File: config.mk
export PLATFORM = sky130hd
export DESIGN_NAME = ones_stream_gen
export DESIGN_NICKNAME = d
export VERILOG_FILES = /design/src/rtl/ones_gen_pkg.sv /design/src/rtl/ones_gen_pend_buf.sv /design/src/rtl/ones_stream_gen.sv
export SDC_FILE = /design/constraint.sdc
export NUM_CORES = 1
export LEC_CHECK = 0
export ABC_AREA = 1
export BUFFER_PORTS_ARGS = -buffer_cell sky130_fd_sc_hd__buf_4
export CAP_MARGIN = 10
export CORE_MARGIN = 2
export CORE_UTILIZATION = 55
export DETAILED_ROUTE_END_ITERATION = 10
export GPL_TIMING_DRIVEN = 0
export PLACE_DENSITY = 0.76
export SLEW_MARGIN = 20
export SYNTH_ARGS = -nofsm -noshare
export SYNTH_HDL_FRONTEND = slang
export SYNTH_SLANG_ARGS = --single-unit
File: constraint.sdc
create_clock -name clk -period 1.84 [get_ports clk]
set_input_delay 0 -clock clk [delete_from_list [all_inputs] [get_ports clk]]
set_output_delay 0 -clock clk [all_outputs]
set_load 0.005 [all_outputs]
File: src/rtl/ones_gen_pkg.sv
// Shared types and default sizing for the serial ones-stream generator.
package ones_gen_pkg;

    localparam int ONES_CNT_W     = 4;
    localparam int ONES_FRAME_LEN = 15;

    typedef enum logic [1:0] {
        IDLE       = 2'd0,
        EMIT_ONES  = 2'd1,
        EMIT_ZEROS = 2'd2
    } gen_state_t;

endpackage

File: src/rtl/ones_gen_pend_buf.sv
// One-entry holding register. It queues the next frame's count while a frame is
// being emitted. A pop and a push in the same cycle leave the new value held
// and keep the buffer full.
module ones_gen_pend_buf #(
    parameter int W = 4
) (
    input  logic         clk,
    input  logic         rst,
    input  logic         push_valid,
    output logic         push_ready,
    input  logic [W-1:0] push_data,
    input  logic         pop,
    output logic [W-1:0] pop_data,
    output logic         full
);

    logic         full_q, full_d;
    logic [W-1:0] data_q, data_d;

    assign push_ready = !full_q;
    assign pop_data   = data_q;
    assign full       = full_q;

    // Next-state: a pop empties the entry, and a push (applied after it) refills it.
    always_comb begin
        full_d = full_q;
        data_d = data_q;
        if (pop) begin
            full_d = 1'b0;
        end
        if (push_valid && push_ready) begin
            full_d = 1'b1;
            data_d = push_data;
        end
    end

    // Entry storage with synchronous reset.
    always_ff @(posedge clk) begin
        if (rst) begin
            full_q <= 1'b0;
            data_q <= '0;
        end else begin
            full_q <= full_d;
            data_q <= data_d;
        end
    end

endmodule

File: src/rtl/ones_stream_gen.sv
// Serial ones-stream generator. Each accepted count produces one FRAME_LEN-bit
// frame: count leading 1s, then 0s. The FSM state names the bit being produced
// this cycle. The output registers present that bit one cycle later, so every
// registered output (including busy) is aligned with the data it describes.
module ones_stream_gen
    import ones_gen_pkg::*;
#(
    parameter int CNT_W     = ONES_CNT_W,
    parameter int FRAME_LEN = ONES_FRAME_LEN
) (
    input  logic             clk,
    input  logic             rst,
    input  logic             load_valid,
    output logic             load_ready,
    input  logic [CNT_W-1:0] load_count,
    output logic             data,
    output logic             data_valid,
    output logic             frame_start,
    output logic             frame_end,
    output logic             busy,
    output logic [CNT_W-1:0] ones_tally
);

    localparam int            PW       = $clog2(FRAME_LEN + 1);
    localparam logic [PW-1:0] LAST_POS = PW'(FRAME_LEN - 1);

    // A frame must be able to hold the largest requested count.
    generate
        if (FRAME_LEN < 1 || FRAME_LEN < (2 ** CNT_W) - 1) begin : g_bad_frame_len
            $error("ones_stream_gen: FRAME_LEN must be >= 1 and >= 2**CNT_W-1");
        end
    endgenerate

    gen_state_t       state_q, state_d;
    logic [PW-1:0]    ones_rem_q, ones_rem_d;
    logic [PW-1:0]    pos_q, pos_d;
    logic             data_q, data_d;
    logic             data_valid_q, data_valid_d;
    logic             frame_start_q, frame_start_d;
    logic             frame_end_q, frame_end_d;
    logic             busy_q, busy_d;
    logic [CNT_W-1:0] tally_q, tally_d;

    logic             pend_full;
    logic             pend_push_valid;
    logic             pend_push_ready;
    logic             pend_pop;
    logic [CNT_W-1:0] pend_count;

    logic             accept;
    logic             frame_done;
    logic             slot_free;
    logic             bypass;
    logic             take_pend;
    logic             launch;
    logic [CNT_W-1:0] next_count;

    assign load_ready = pend_push_ready;
    assign accept     = load_valid && load_ready;

    // The active registers can take a new count when idle or on a frame's last bit.
    // A new count goes straight to them only if nothing is already queued.
    // Otherwise it is parked in the pending entry.
    assign frame_done      = (state_q != IDLE) && (pos_q == LAST_POS);
    assign slot_free       = (state_q == IDLE) || frame_done;
    assign bypass          = slot_free && !pend_full && accept;
    assign take_pend       = frame_done && pend_full;
    assign launch          = bypass || take_pend;
    assign next_count      = take_pend ? pend_count : load_count;
    assign pend_push_valid = accept && !bypass;
    assign pend_pop        = take_pend;

    ones_gen_pend_buf #(
        .W(CNT_W)
    ) u_pend (
        .clk       (clk),
        .rst       (rst),
        .push_valid(pend_push_valid),
        .push_ready(pend_push_ready),
        .push_data (load_count),
        .pop       (pend_pop),
        .pop_data  (pend_count),
        .full      (pend_full)
    );

    // FSM and counter next-state. A launch overrides the step and starts the next
    // frame at bit 0, which gives gap-free back-to-back frames.
    always_comb begin
        state_d    = state_q;
        ones_rem_d = ones_rem_q;
        pos_d      = pos_q;
        unique case (state_q)
            EMIT_ONES: begin
                ones_rem_d = ones_rem_q - PW'(1);
                pos_d      = pos_q + PW'(1);
                if (ones_rem_q == PW'(1)) begin
                    state_d = EMIT_ZEROS;
                end
                if (pos_q == LAST_POS) begin
                    state_d = IDLE;
                end
            end
            EMIT_ZEROS: begin
                pos_d = pos_q + PW'(1);
                if (pos_q == LAST_POS) begin
                    state_d = IDLE;
                end
            end
            default: begin
            end
        endcase
        if (launch) begin
            ones_rem_d = PW'(next_count);
            pos_d      = '0;
            state_d    = (next_count != '0) ? EMIT_ONES : EMIT_ZEROS;
        end
    end

    // Output decodes of the bit being produced this cycle, registered next edge.
    always_comb begin
        data_d        = (state_q == EMIT_ONES);
        data_valid_d  = (state_q != IDLE);
        frame_start_d = (state_q != IDLE) && (pos_q == '0);
        frame_end_d   = (state_q != IDLE) && (pos_q == LAST_POS);
        busy_d        = (state_q != IDLE) || pend_full;
        tally_d       = tally_q;
        if (state_q == EMIT_ONES) begin
            tally_d = tally_q + CNT_W'(1);
        end
    end

    // State, counters and registered outputs. Reset abandons any frame in flight.
    always_ff @(posedge clk) begin
        if (rst) begin
            state_q       <= IDLE;
            ones_rem_q    <= '0;
            pos_q         <= '0;
            data_q        <= 1'b0;
            data_valid_q  <= 1'b0;
            frame_start_q <= 1'b0;
            frame_end_q   <= 1'b0;
            busy_q        <= 1'b0;
            tally_q       <= '0;
        end else begin
            state_q       <= state_d;
            ones_rem_q    <= ones_rem_d;
            pos_q         <= pos_d;
            data_q        <= data_d;
            data_valid_q  <= data_valid_d;
            frame_start_q <= frame_start_d;
            frame_end_q   <= frame_end_d;
            busy_q        <= busy_d;
            tally_q       <= tally_d;
        end
    end

    assign data        = data_q;
    assign data_valid  = data_valid_q;
    assign frame_start = frame_start_q;
    assign frame_end   = frame_end_q;
    assign busy        = busy_q;
    assign ones_tally  = tally_q;

endmodule
### Word-level counts from Yosys, hierarchy flattened

Index checks and enable logic that the tools add are counted.

* flip-flop bits (word level): 24
* word-level logic and storage cells: 54
* output and inout bits: 10
* input bits: 7

* reduce and logical (&&, ||, !) cells: 23
* eq/ne operators: 6
* multiplexer cells: 11
* add/subtract/negate cells: 3

Operator list (number)
* 4-bit two-way mux: 3
* 2-bit two-way mux: 5
* 4-bit by 1-bit adder with 4-bit output (second input constant): 2
* 1-bit logical AND: 8
* 2-bit nonzero test: 3
* 4-bit by 1-bit equality test with 1-bit output (second input constant): 1
* 4-bit equality test (second input constant): 1
* 4-bit logical NOT: 1
* 4-bit by 1-bit inequality test with 1-bit output (second input constant): 1
* 2-bit one-hot mux with 2 select lines: 1
* 4-bit nonzero test: 1
* 2-bit OR reduction: 2
* 4-bit by 1-bit subtractor with 4-bit output (second input constant): 1
* 1-bit logical OR: 3
* 3-bit inequality test (second input constant): 1
* 3-bit AND reduction: 1
* 3-bit nonzero test: 1
* 2-bit by 1-bit equality test with 1-bit output (second input constant): 1
* 2-bit equality test (second input constant): 1
* 1-bit logical NOT: 2
* 2-bit logical NOT: 1
* 1-bit two-way mux: 2

### Longest topological paths before layout

Gate-level depths: netlist of the first run.

* word-level depth: 9
* mapped depth: 11
* gate-level depth less buffers: 11

### By module

Synthesis of the first run repeated with hierarchy kept, for this count alone.

* cell total of the unflattened synthesis: 177
* area, all modules: 1315.0 µm²

Modules (own cells, without submodules)
* ones_stream_gen: cells an instance 144, sequential area each 380.4 µm², times used 1, area each 1096.1 µm²
* ones_gen_pend_buf: cells an instance 33, sequential area each 100.1 µm², times used 1, area each 219.0 µm²

### Worst setup path after synthesis of the first run

No wires, ideal clock.

* kind: flip-flop to flip-flop
* start: register state_q[0]
* end: register state_q[1]
* data required time: 1.770 ns
* stages on the path, launching flop included: 10
* clock period less this slack: 1.422 ns
* setup slack: 0.418 ns
* buffers on the path: 0
* arrival time: 1.352 ns
* library setup time: 0.070 ns
* path through: dfxtp_1 inv_1 ha_1 inv_1 nand2_1 nand2_1 nand2_1 nor3_1 nor2_1 a21oi_1

* cells in the longest elaborated chain, start to end: 8
* elaborated cells on any way between the ends: 19
* classes of those cells: eq/ne: 4; mux: 4; reduce/logical: 11

RTL lines
* from (decl): RTL line ones_stream_gen.sv:34 `gen_state_t state_q, state_d;`
* from (signal assigned): RTL line ones_stream_gen.sv:145 `state_q <= state_d;`
* 2-bit nonzero test: RTL line ones_stream_gen.sv:64 `assign frame_done = (state_q != IDLE) && (pos_q == LAST_POS);`
* 1-bit logical AND: RTL line ones_stream_gen.sv:64
* 1-bit logical OR: RTL line ones_stream_gen.sv:65 `assign slot_free = (state_q == IDLE) || frame_done;`
* 1-bit logical AND (2 in a row): RTL line ones_stream_gen.sv:66 `assign bypass = slot_free && !pend_full && accept;`
* 1-bit logical OR: RTL line ones_stream_gen.sv:68 `assign launch = bypass || take_pend;`
* 4-bit by 1-bit inequality test with 1-bit output (no source line), or another cell as far along
* 3-bit AND reduction (no source line)

Parallel ways exist; a longest one is shown, timed or not.
A chain may end at the register's enable or synchronous reset.

### Worst setup path in the final report of the first run

Same ends and word-level chain as after synthesis.

==> impl_metrics.json, run 1 <==
{
  "ys_warn_count": 0,
  "crit_fanout": 7,
  "dr_total_vias": 1046,
  "synthCells": 155,
  "floorplan.initialDensity_pct": 59.4,
  "ys.flop_type": "dfxtp_1",
  "core-area_sq_mm": 0.00200,
  "drc": 0,
  "nNetsFinal": 197,
  "cts_tree": "yes",
  "worst_pin_slew_ns": 0.361,
  "fin_worst_skew_ns": 0.00902,
  "grt_pass1_vias": 1038,
  "synth_most_common_cell": "nand2_1",
  "clock_sinks": 24,
  "finalSetupTns_ns": 0,
  "hold_violations": 0,
  "overflow": 0,
  "start_kind": "flop",
  "min_period_ns": 1.65,
  "die_h_microns": 50.5,
  "die_w_microns": 50.5,
  "track_usage_pct": 21.6,
  "hpwlAfterDp_mm": 1.78,
  "crit_arrival_ns": 1.90,
  "n_antenna_cell": 0,
  "stdcell_area_sq_mm": 0.00144,
  "synthArstFlopShare_pct": 0,
  "drt_iter0_markers": 29,
  "clk_path_buf_depth": 2,
  "ys_top_cells_by_area": "dfxtp_1, ha_1, nand2_1",
  "via_per_inst": 5.05,
  "drv_cap": 0,
  "cts-htree-levels": 1,
  "cp.buffers_inverters": 2,
  "post-route-period-util_pct": 89.6,
  "hold_path.class": "input port to flop",
  "power.density_mw_per_mm2": 1220,
  "slew_headroom_pct": 75.9,
  "ys_ff_latch": 24,
  "path_clk_slew_ns": 0.13,
  "synthTopCellsByCount": "nand2_1, dfxtp_1, inv_1",
  "cts_made_buffers": 3,
  "grt_max_degree": 14,
  "critPathKind": "flop to flop",
  "syn_nets": 171,
  "antenna_found_initial": 0,
  "seq_area_frac_synth_pct": 40.4,
  "rsz0062_at_grt": "no",
  "ir_drop_uv": 893,
  "grt_pass1_wl_mm": 4.23,
  "ant_nets": 0,
  "synth_cell_types": 26,
  "cp_common_cell": "nand2_1",
  "maxClockFrequency_ghz": 0.606,
  "leakage_nw": 0.635,
  "drive_gt1_share_pct": 17.8,
  "die-area_sq_mm": 0.00255,
  "clk_latency_ns": 0.32,
  "place.gp.congestion": 0.843,
  "portBuffers": 16,
  "avgSynthCellArea_sq_um": 7.68,
  "crit_chain": "inv_1 -> ha_1 -> inv_1 -> nand2_1 -> nand2_1 -> nand2_1 -> nor3_1 -> nor2_1 -> a21oi_1",
  "endpoint_kind": "flop",
  "slew_viol_final": 0,
  "drt-pass1-iter-count": 4,
  "dpl_cell_area_sq_mm": 0.00134,
  "slowest_delay_ns": 0.38,
  "pin_count": 17,
  "report.final.setup_viol": 0,
  "status": "finished clean",
  "cts-root-buf": "clkbuf_4",
  "wl_per_cell_microns": 11.6,
  "cp_top_family": "simple AND/OR/NAND/NOR gates",
  "area_growth_pct": 20.6,
  "synth_edf_count": 0,
  "synth_area_sq_mm": 0.00119,
  "rows": 16,
  "synth_top_area_cell": "dfxtp_1",
  "worst_path_max_delay_cell": "dfxtp_1",
  "synth_top_area_share_pct": 40.4,
  "cp.required_ns": 2.09,
  "drt-total-wl_mm": 2.41
}
==> layer usage <==
| metal | share of wire, % | vias to the layer above | GRT usage [%] |
|---|---|---|---|
| met5 | 0 | - | 0 |
| met3 | 3.9 | 4 | 2.68 |
| li1 | - | 551 | - |
| met4 | 1.0 | 0 | 6.76 |
| met1 | 46 | 466 | 27.2 |
| met2 | 49 | 25 | 38.4 |
==> through the flow <==
stage | power (W) | utilization [%] | cells | setup WS (ns) | hold slack [ns]
detailed placement | 0.00148 | 67.1 | 198 | 0.195 | 0.210
CTS | 0.00176 | 71.4 | 207 | 0.169 | 0.145
floorplan | 0.00127 | - | 155 | 0.418 | 0.0691
finish | 0.00176 | 71.7 | 207 | 0.191 | 0.162
global route | 0.00191 | 71.7 | 207 | 0.0147 | 0.181
global placement | 0.00145 | 67.1 | 198 | 0.278 | 0.210
==> path summary, 6_finish.rpt <==
check                          start                 end  slack (ns)  depth (start not counted)
setup / recovery          state_q[0]          state_q[1]        0.19                          9
hold / removal            load_valid          state_q[0]        0.16                          6
setup reg to reg          state_q[0]          state_q[1]        0.19                          9
hold reg to reg   u_pend.pop_data[1]  u_pend.pop_data[1]        0.46                          2
==> what timing repair did <==
item / CTS / global route
gates resized for setup: 0 / 1
hold buffers: 5 / 0
endpoints found under the hold margin: 8 / 0
endpoints found under the setup margin: 0 / 1
setup buffers: 0 / 0
==> power by group <==
group | leakage (nW) | internal, W | switching (W) | total (W)
Sequential | 0.196 | 0.000658 | 0.0000903 | 0.000749
Clock | 0.0210 | 0.000121 | 0.000160 | 0.000281
Combinational | 0.418 | 0.000302 | 0.000424 | 0.000726
==> final cells by class <==
type                    count  area [sq um]
fillers                   180           567
repair buffers             21           170
inverters                  20          75.1
well taps                  27          33.8
flip-flops and latches     24           480
clock buffers               4          36.3
plain buffers               3          16.3
multi-input cells         108           623
==> cell usage in the layout, fill, tap and decap left out <==
cell and count:
xnor2_1 3, buf_2 1, nand3_4 1, o21ai_1 1, nand4_1 2, o22ai_1 1
nand2_1 28, clkbuf_4 3, clkbuf_8 1, nand2_2 2, o21ai_0 11, inv_2 1
a31oi_1 2, nor2_1 14, clkbuf_1 1, buf_4 17, nor3b_1 2, nand3_2 2
dlygate4sd3_1 5, nor2_4 2, a21oi_1 9, nand3_1 12, inv_1 19, nor3_1 3
ha_1 9, nor2_2 2, dfxtp_1 24, xor2_1 1, nor4_1 1
==> tightest hold or removal path: stages <==
cell and delay, ns:
buf_4 0.08, a31oi_1 0.08, nand2_1 0.07, nand2_1 0.08, nand2_1 0.06, a21oi_1 0.07
==> kinds of logic (layout without fill, tap and decap cells) <==
family | count (synthesis) | in the layout | share of synthesized area, %
AND/OR/NAND/NOR | 71 | 71 | 29.1
AO/OA/AOI/OAI | 24 | 24 | 10.4
flip-flops | 24 | 24 | 40.4
buffers and inverters | 23 | 48 | 7.68
adder cells (fa/ha/maj) | 9 | 9 | 9.46
XOR/XNOR | 4 | 4 | 2.94
==> sequential cells by signal, indices dropped and copies added, names as in the netlist <==
register / flops
data: 1
data_valid: 1
ones_tally: 4
frame_start: 1
state_q: 2
u_pend.full: 1
pos_q: 4
u_pend.pop_data: 4
busy: 1
ones_rem_q: 4
frame_end: 1
(Power assumes the default switching activity.)
==> run 2: changes to the inputs <==
--- a/config.mk
+++ b/config.mk
@@ -10,3 +10,2 @@
 export CAP_MARGIN = 10
-export CORE_MARGIN = 2
 export CORE_UTILIZATION = 55
--- a/constraint.sdc
+++ b/constraint.sdc
@@ -3,2 +3,2 @@
 set_output_delay 0 -clock clk [all_outputs]
-set_load 0.005 [all_outputs]
+set_load 0.01 [all_outputs]
==> run 2 against run 1 <==
Net effect: the run now ends with negative hold slack left; sequential cell count unchanged; clock skew down 0.0041 ns; routed wire length down 7.6%; clock-buffer cell count down 1; via count down 0.48%; sequential power about the same; non-clock buffer count down 1; sequential share of layout area up 0.69 points; core utilization down 1.4 points.
==> impl_metrics.json, run 2 (synthesized netlist as in run 1, its figures left out) <==
{
  "critPathKind": "flop to flop",
  "wl_per_cell_microns": 10.9,
  "core-area_sq_mm": 0.00200,
  "drt-total-wl_mm": 2.23,
  "hpwlAfterDp_mm": 1.72,
  "clk_latency_ns": 0.31,
  "worst-r2r-setup-slack_ns": 0.24,
  "area_growth_pct": 18.2,
  "combPwrFrac_pct": 43.1,
  "drc": 0,
  "hold_violations": 1,
  "worst_path_max_delay_cell": "dfxtp_1",
  "endpoint_kind": "flop",
  "path_clk_slew_ns": 0.12,
  "cp_common_cell": "nand2_1",
  "start_kind": "flop",
  "floorplan.initialDensity_pct": 59.4,
  "ir_drop_uv": 893,
  "p_sw_share_pct": 39.3,
  "clkPwrFrac_pct": 13.1,
  "rsz0062_at_grt": "no",
  "min_period_ns": 1.60,
  "timing.final.ws_setup_ns": 0.237,
  "clk_path_buf_depth": 2,
  "power.density_mw_per_mm2": 1210,
  "track_usage_pct": 21.8,
  "grt_max_degree": 13,
  "crit_fanout": 7,
  "drive_gt1_share_pct": 16.9,
  "internal_power_w": 0.00104,
  "switchingPower_w": 0.000670,
  "ant_nets": 0,
  "overflow": 0,
  "hold_path.class": "input port to flop",
  "via_per_inst": 5.08,
  "portBuffers": 16,
  "nNetsFinal": 196,
  "slew_viol_final": 0,
  "cts-htree-levels": 1,
  "cts_resized": 0,
  "pwr-share-seq_pct": 43.8,
  "final_cells": 205,
  "dr_total_vias": 1041,
  "antenna_found_initial": 0,
  "drv_cap": 0,
  "drt_iter0_markers": 20,
  "die_h_microns": 48.5,
  "pin_count": 17,
  "report.final.setup_viol": 0,
  "post-route-period-util_pct": 87.1,
  "fillers": 180,
  "worst_pin_slew_ns": 0.352,
  "place.gp.congestion": 0.814,
  "status": "finished with violations",
  "fin_worst_skew_ns": 0.00495,
  "place_ws_ns": 0.256,
  "holdWs_ns": -0.00380,
  "crit_arrival_ns": 1.85,
  "violations": "negative hold slack",
  "cts_tree": "yes",
  "rows": 16,
  "crit_chain": "inv_1 -> ha_1 -> inv_1 -> nand2_1 -> nand2_1 -> nand2_1 -> nor3_1 -> nor2_1 -> a21oi_1",
  "slew_headroom_pct": 76.5,
  "placedCellCount": 198,
  "clock_sinks": 24,
  "mostFrequentLayoutCells": "nand2_1, dfxtp_1, inv_1",
  "mostFrequentLayoutCell": "nand2_1",
  "final_util_pct": 70.3,
  "grt_pass1_vias": 960,
  "slowest_delay_ns": 0.37,
  "maxClockFrequency_ghz": 0.624,
  "cts-root-buf": "clkbuf_4",
  "finalSetupTns_ns": 0,
  "grt_pass1_wl_mm": 4.01,
  "multi_input_area_sq_um": 618,
  "area.sequential_sq_um": 480,
  "drt-pass1-iter-count": 4,
  "die_w_microns": 48.5,
  "n_antenna_cell": 0,
  "leakage_nw": 0.621,
  "cp.required_ns": 2.09,
  "cts_made_buffers": 3,
  "die-area_sq_mm": 0.00235
}
-- run 2: cell type report --
| class | count | area share [%] |
|---|---|---|
| buffer | 3 | 1.16 |
| clock buffer | 3 | 1.60 |
| inverter | 20 | 5.34 |
| multi-input combinational | 108 | 44.0 |
| sequential | 24 | 34.2 |
| tap | 27 | 2.40 |
| timing repair buffer | 20 | 11.4 |
-- run 2: power groups by stage --
stage	registers [W]	logic (W)	clock network, W
6_report	0.000748	0.000735	0.000224
5_1_grt	0.000764	0.000855	0.000250
4_1_cts	0.000748	0.000740	0.000228
3_5_place_dp	0.000760	0.000731	0
3_3_place_gp	0.000752	0.000712	0
2_1_floorplan	0.000762	0.000524	0
-- run 2: worst max-delay path, delay by kind of cell (launching register included) --
kind	cells	cell delay [ns]
compound gates	1	0.14
fa+ha+maj	1	0.28
buf+inv	2	0.22
flops	1	0.37
simple gates	5	0.53
-- run 2: worst paths after layout --
| kind | end | start | cells after the start |
|---|---|---|---|
| setup / recovery | state_q[1] | state_q[0] | 9 |
| hold / removal | u_pend.pop_data[1] | load_count[1] | 3 |
| setup reg to reg | state_q[1] | state_q[0] | 9 |
| hold reg to reg | u_pend.pop_data[0] | u_pend.pop_data[0] | 2 |
-- run 2: metrics by stage --
| step | area [sq um] | power [W] |
|---|---|---|
| finish | 1410 | 0.00171 |
| global route | 1410 | 0.00187 |
| CTS | 1410 | 0.00172 |
| detailed placement | 1340 | 0.00149 |
| global placement | 1340 | 0.00146 |
| floorplan | 1190 | 0.00129 |
-- run 2: routing by layer --
layer / GRT usage, % / part of all wire, % / up-vias
met4: 8.82 / 1.8 / 0
met2: 35.7 / 45 / 26
met3: 2.83 / 4.7 / 6
li1: - / - / 549
met1: 29.2 / 49 / 460
met5: 0 / 0 / -
-- run 2: timing repair --
item	CTS	global route
setup buffers	0	0
endpoints found under the setup margin	0	0
endpoints found under the hold margin	7	0
hold buffers	4	0
==> run 3: changes to the inputs <==
Settings changed: ABC_AREA 1 to 0.
==> run 3 against run 2 <==
Net effect: largest cell class unchanged; critical endpoint unchanged; the flow now finishes without violations; clock-buffer cell count increased by 1; register-to-register slack worse by 0.10 ns; final area up 3.8%; clock power is 26% higher; power down 17%; critical path type unchanged; global-route usage increased by 0.64 points; area after synthesis grew 1.5%; cell count is 12% lower; maximum frequency shrank 5.9%; worst hold slack improved by 0.43 ns; critical path depth down 2.
==> impl_metrics.json, run 3 <==
{
  "endpoint_kind": "flop",
  "fin_worst_skew_ns": 0.00924,
  "drive_gt1_share_pct": 21.6,
  "die_w_microns": 48.9,
  "portBuffers": 16,
  "drt-total-wl_mm": 2.30,
  "finalSetupTns_ns": 0,
  "internal_power_w": 0.000946,
  "clock_sinks": 24,
  "core-area_sq_mm": 0.00202,
  "synth_top_area_cell": "dfxtp_1",
  "power_w": 0.00141,
  "status": "finished clean",
  "fillers": 166,
  "grt_max_degree": 14,
  "floorplan.initialDensity_pct": 59.7,
  "switchingPower_w": 0.000464,
  "die_h_microns": 48.9,
  "synth_most_common_cell": "dfxtp_1",
  "power.density_mw_per_mm2": 966,
  "min_from": "rst",
  "slew_viol_final": 0,
  "synth_top_family_by_area": "simple AND/OR/NAND/NOR gates",
  "timing.final.ws_setup_ns": 0.137,
  "crit_arrival_ns": 1.94,
  "hpwlAfterDp_mm": 1.68,
  "cts_tree": "yes",
  "ant_nets": 0,
  "dr_total_vias": 969,
  "rows": 16,
  "final_cells": 180,
  "wl_per_cell_microns": 12.8,
  "pin_count": 17,
  "n_antenna_cell": 0,
  "overflow": 0,
  "syn_nets": 143,
  "synthTopCellsByCount": "dfxtp_1, nor2_1, ha_1",
  "p_sw_share_pct": 32.9,
  "report.final.setup_viol": 0,
  "cts_made_buffers": 3,
  "worst-r2r-setup-slack_ns": 0.14,
  "place_ws_ns": 0.179,
  "ir_drop_uv": 629,
  "grt_pass1_wl_mm": 4.11,
  "drc": 0,
  "cp.required_ns": 2.07,
  "synth_compound_area_share_pct": 11.0,
  "synthArstFlopShare_pct": 0,
  "synth_cell_types": 35,
  "clk_path_buf_depth": 2,
  "synth_top_area_share_pct": 39.8,
  "start_kind": "flop",
  "mostFrequentLayoutCells": "dfxtp_1, buf_4, nor2_1",
  "r2r-start": "state_q[1]",
  "critPathKind": "flop to flop",
  "crit_fanout": 10,
  "avgSynthCellArea_sq_um": 9.51,
  "synth_xor_xnor_area_share_pct": 6.53,
  "ys_top_cells_by_area": "dfxtp_1, ha_1, mux2i_1",
  "synth_fa_ha_area_share_pct": 9.33,
  "synth.mux.area_fraction_pct": 4.97,
  "combPwrFrac_pct": 33.9,
  "maxClockFrequency_ghz": 0.587,
  "drt-pass1-iter-count": 4,
  "seq_area_frac_synth_pct": 39.8,
  "rr_endpoint": "state_q[1]",
  "cts-root-buf": "clkbuf_4",
  "drt_iter0_markers": 22,
  "die-area_sq_mm": 0.00239,
  "track_usage_pct": 22.5,
  "pwr-share-seq_pct": 46.1,
  "drv_cap": 0,
  "placedCellCount": 170,
  "ys.flop_type": "dfxtp_1",
  "clk_latency_ns": 0.32,
  "slew_headroom_pct": 68.4,
  "reg2reg_depth": 7,
  "cts-htree-levels": 1,
  "mostFrequentLayoutCell": "dfxtp_1",
  "synthSimpleGateAreaFrac_pct": 22.6,
  "area.sequential_sq_um": 480,
  "synthCells": 127,
  "hold_end": "data",
  "whs_path_depth": 3,
  "path_clk_slew_ns": 0.14,
  "clkPwrFrac_pct": 20.0,
  "synth_area_sq_mm": 0.00121,
  "antenna_found_initial": 0,
  "area_growth_pct": 20.9,
  "synth_edf_count": 0,
  "min_period_ns": 1.70,
  "grt_pass1_vias": 929,
  "multi_input_area_sq_um": 659,
  "post-route-period-util_pct": 92.6,
  "rsz0062_at_grt": "no",
  "hold_path.class": "input port to flop",
  "place.gp.congestion": 0.824,
  "ys_ff_latch": 24,
  "ys_warn_count": 0,
  "via_per_inst": 5.38,
  "worst_pin_slew_ns": 0.474,
  "leakage_nw": 0.653,
  "hold_violations": 0,
  "nNetsFinal": 170
}
## run 3: worst max-delay path, stage by stage, from the launching register on
cell and delay [ns]:
dfxtp_1 0.40, inv_1 0.08, ha_1 0.19, buf_2 0.19
or2_2 0.32, o21ai_0 0.11, o21ai_0 0.12, o211a_1 0.21
## run 3: worst max-delay path by stage
stage                from       endpoint  slack [ns]  cells after the start
2_1_floorplan  state_q[1]     state_q[1]        0.32                      7
3_3_place_gp   state_q[0]  ones_rem_q[2]        0.21                      7
3_5_place_dp   state_q[1]     state_q[1]        0.18                      7
4_1_cts        state_q[1]  ones_rem_q[2]        0.14                      7
5_1_grt        state_q[1]     state_q[1]        0.01                      7
6_report       state_q[1]     state_q[1]        0.14                      7
## run 3: through the flow
| step | hold slack, ns | area [sq um] | util, % |
|---|---|---|---|
| 3_5_place_dp | 0.212 | 1360 | 67.3 |
| 4_1_cts | 0.414 | 1460 | 72.1 |
| 3_3_place_gp | 0.202 | 1360 | 67.3 |
| 5_1_grt | 0.431 | 1460 | 72.2 |
| 6_report | 0.422 | 1460 | 72.2 |
| 2_1_floorplan | 0.0716 | 1210 | - |
## run 3: power by group through the flow
stage	clock network [W]	logic, W	registers, W
global placement	0	0.000447	0.000657
floorplan	0	0.000332	0.000661
detailed placement	0	0.000458	0.000662
global route	0.000300	0.000540	0.000661
CTS	0.000286	0.000474	0.000650
finish	0.000282	0.000478	0.000651
## run 3: repair_timing
action | CTS | global route
hold buffers | 6 | 0
hold endpoints to repair | 12 | 0
setup endpoints to repair | 0 | 2
resized for setup | 0 | 1
buffers inserted | 0 | 0
## run 3: logic make-up (layout without fill, tap and decap cells)
kind of cell,count (synthesis),count (layout)
AO/OA/AOI/OAI,15,15
multiplexers,6,6
XOR/XNOR,9,9
AND/OR/NAND/NOR,50,50
flip-flops,24,24
adder cells (fa/ha/maj),9,9
buffers and inverters,14,40
## run 3: layout make-up
type / count / share of cell area (%)
inverters: 8 / 2.06
repair buffers: 22 / 12.3
multi-input cells: 89 / 45.2
plain buffers: 6 / 2.74
well taps: 27 / 2.31
clock buffers: 4 / 2.49
flip-flops and latches: 24 / 32.9
## run 3: routing by layer
metal	vias up	wire length (microns)	GRT usage, %
li1	494	-	-
met1	449	1100	30.3
met2	24	1120	37.5
met3	2	69	3.74
met4	0	12	5.39
met5	-	0	0
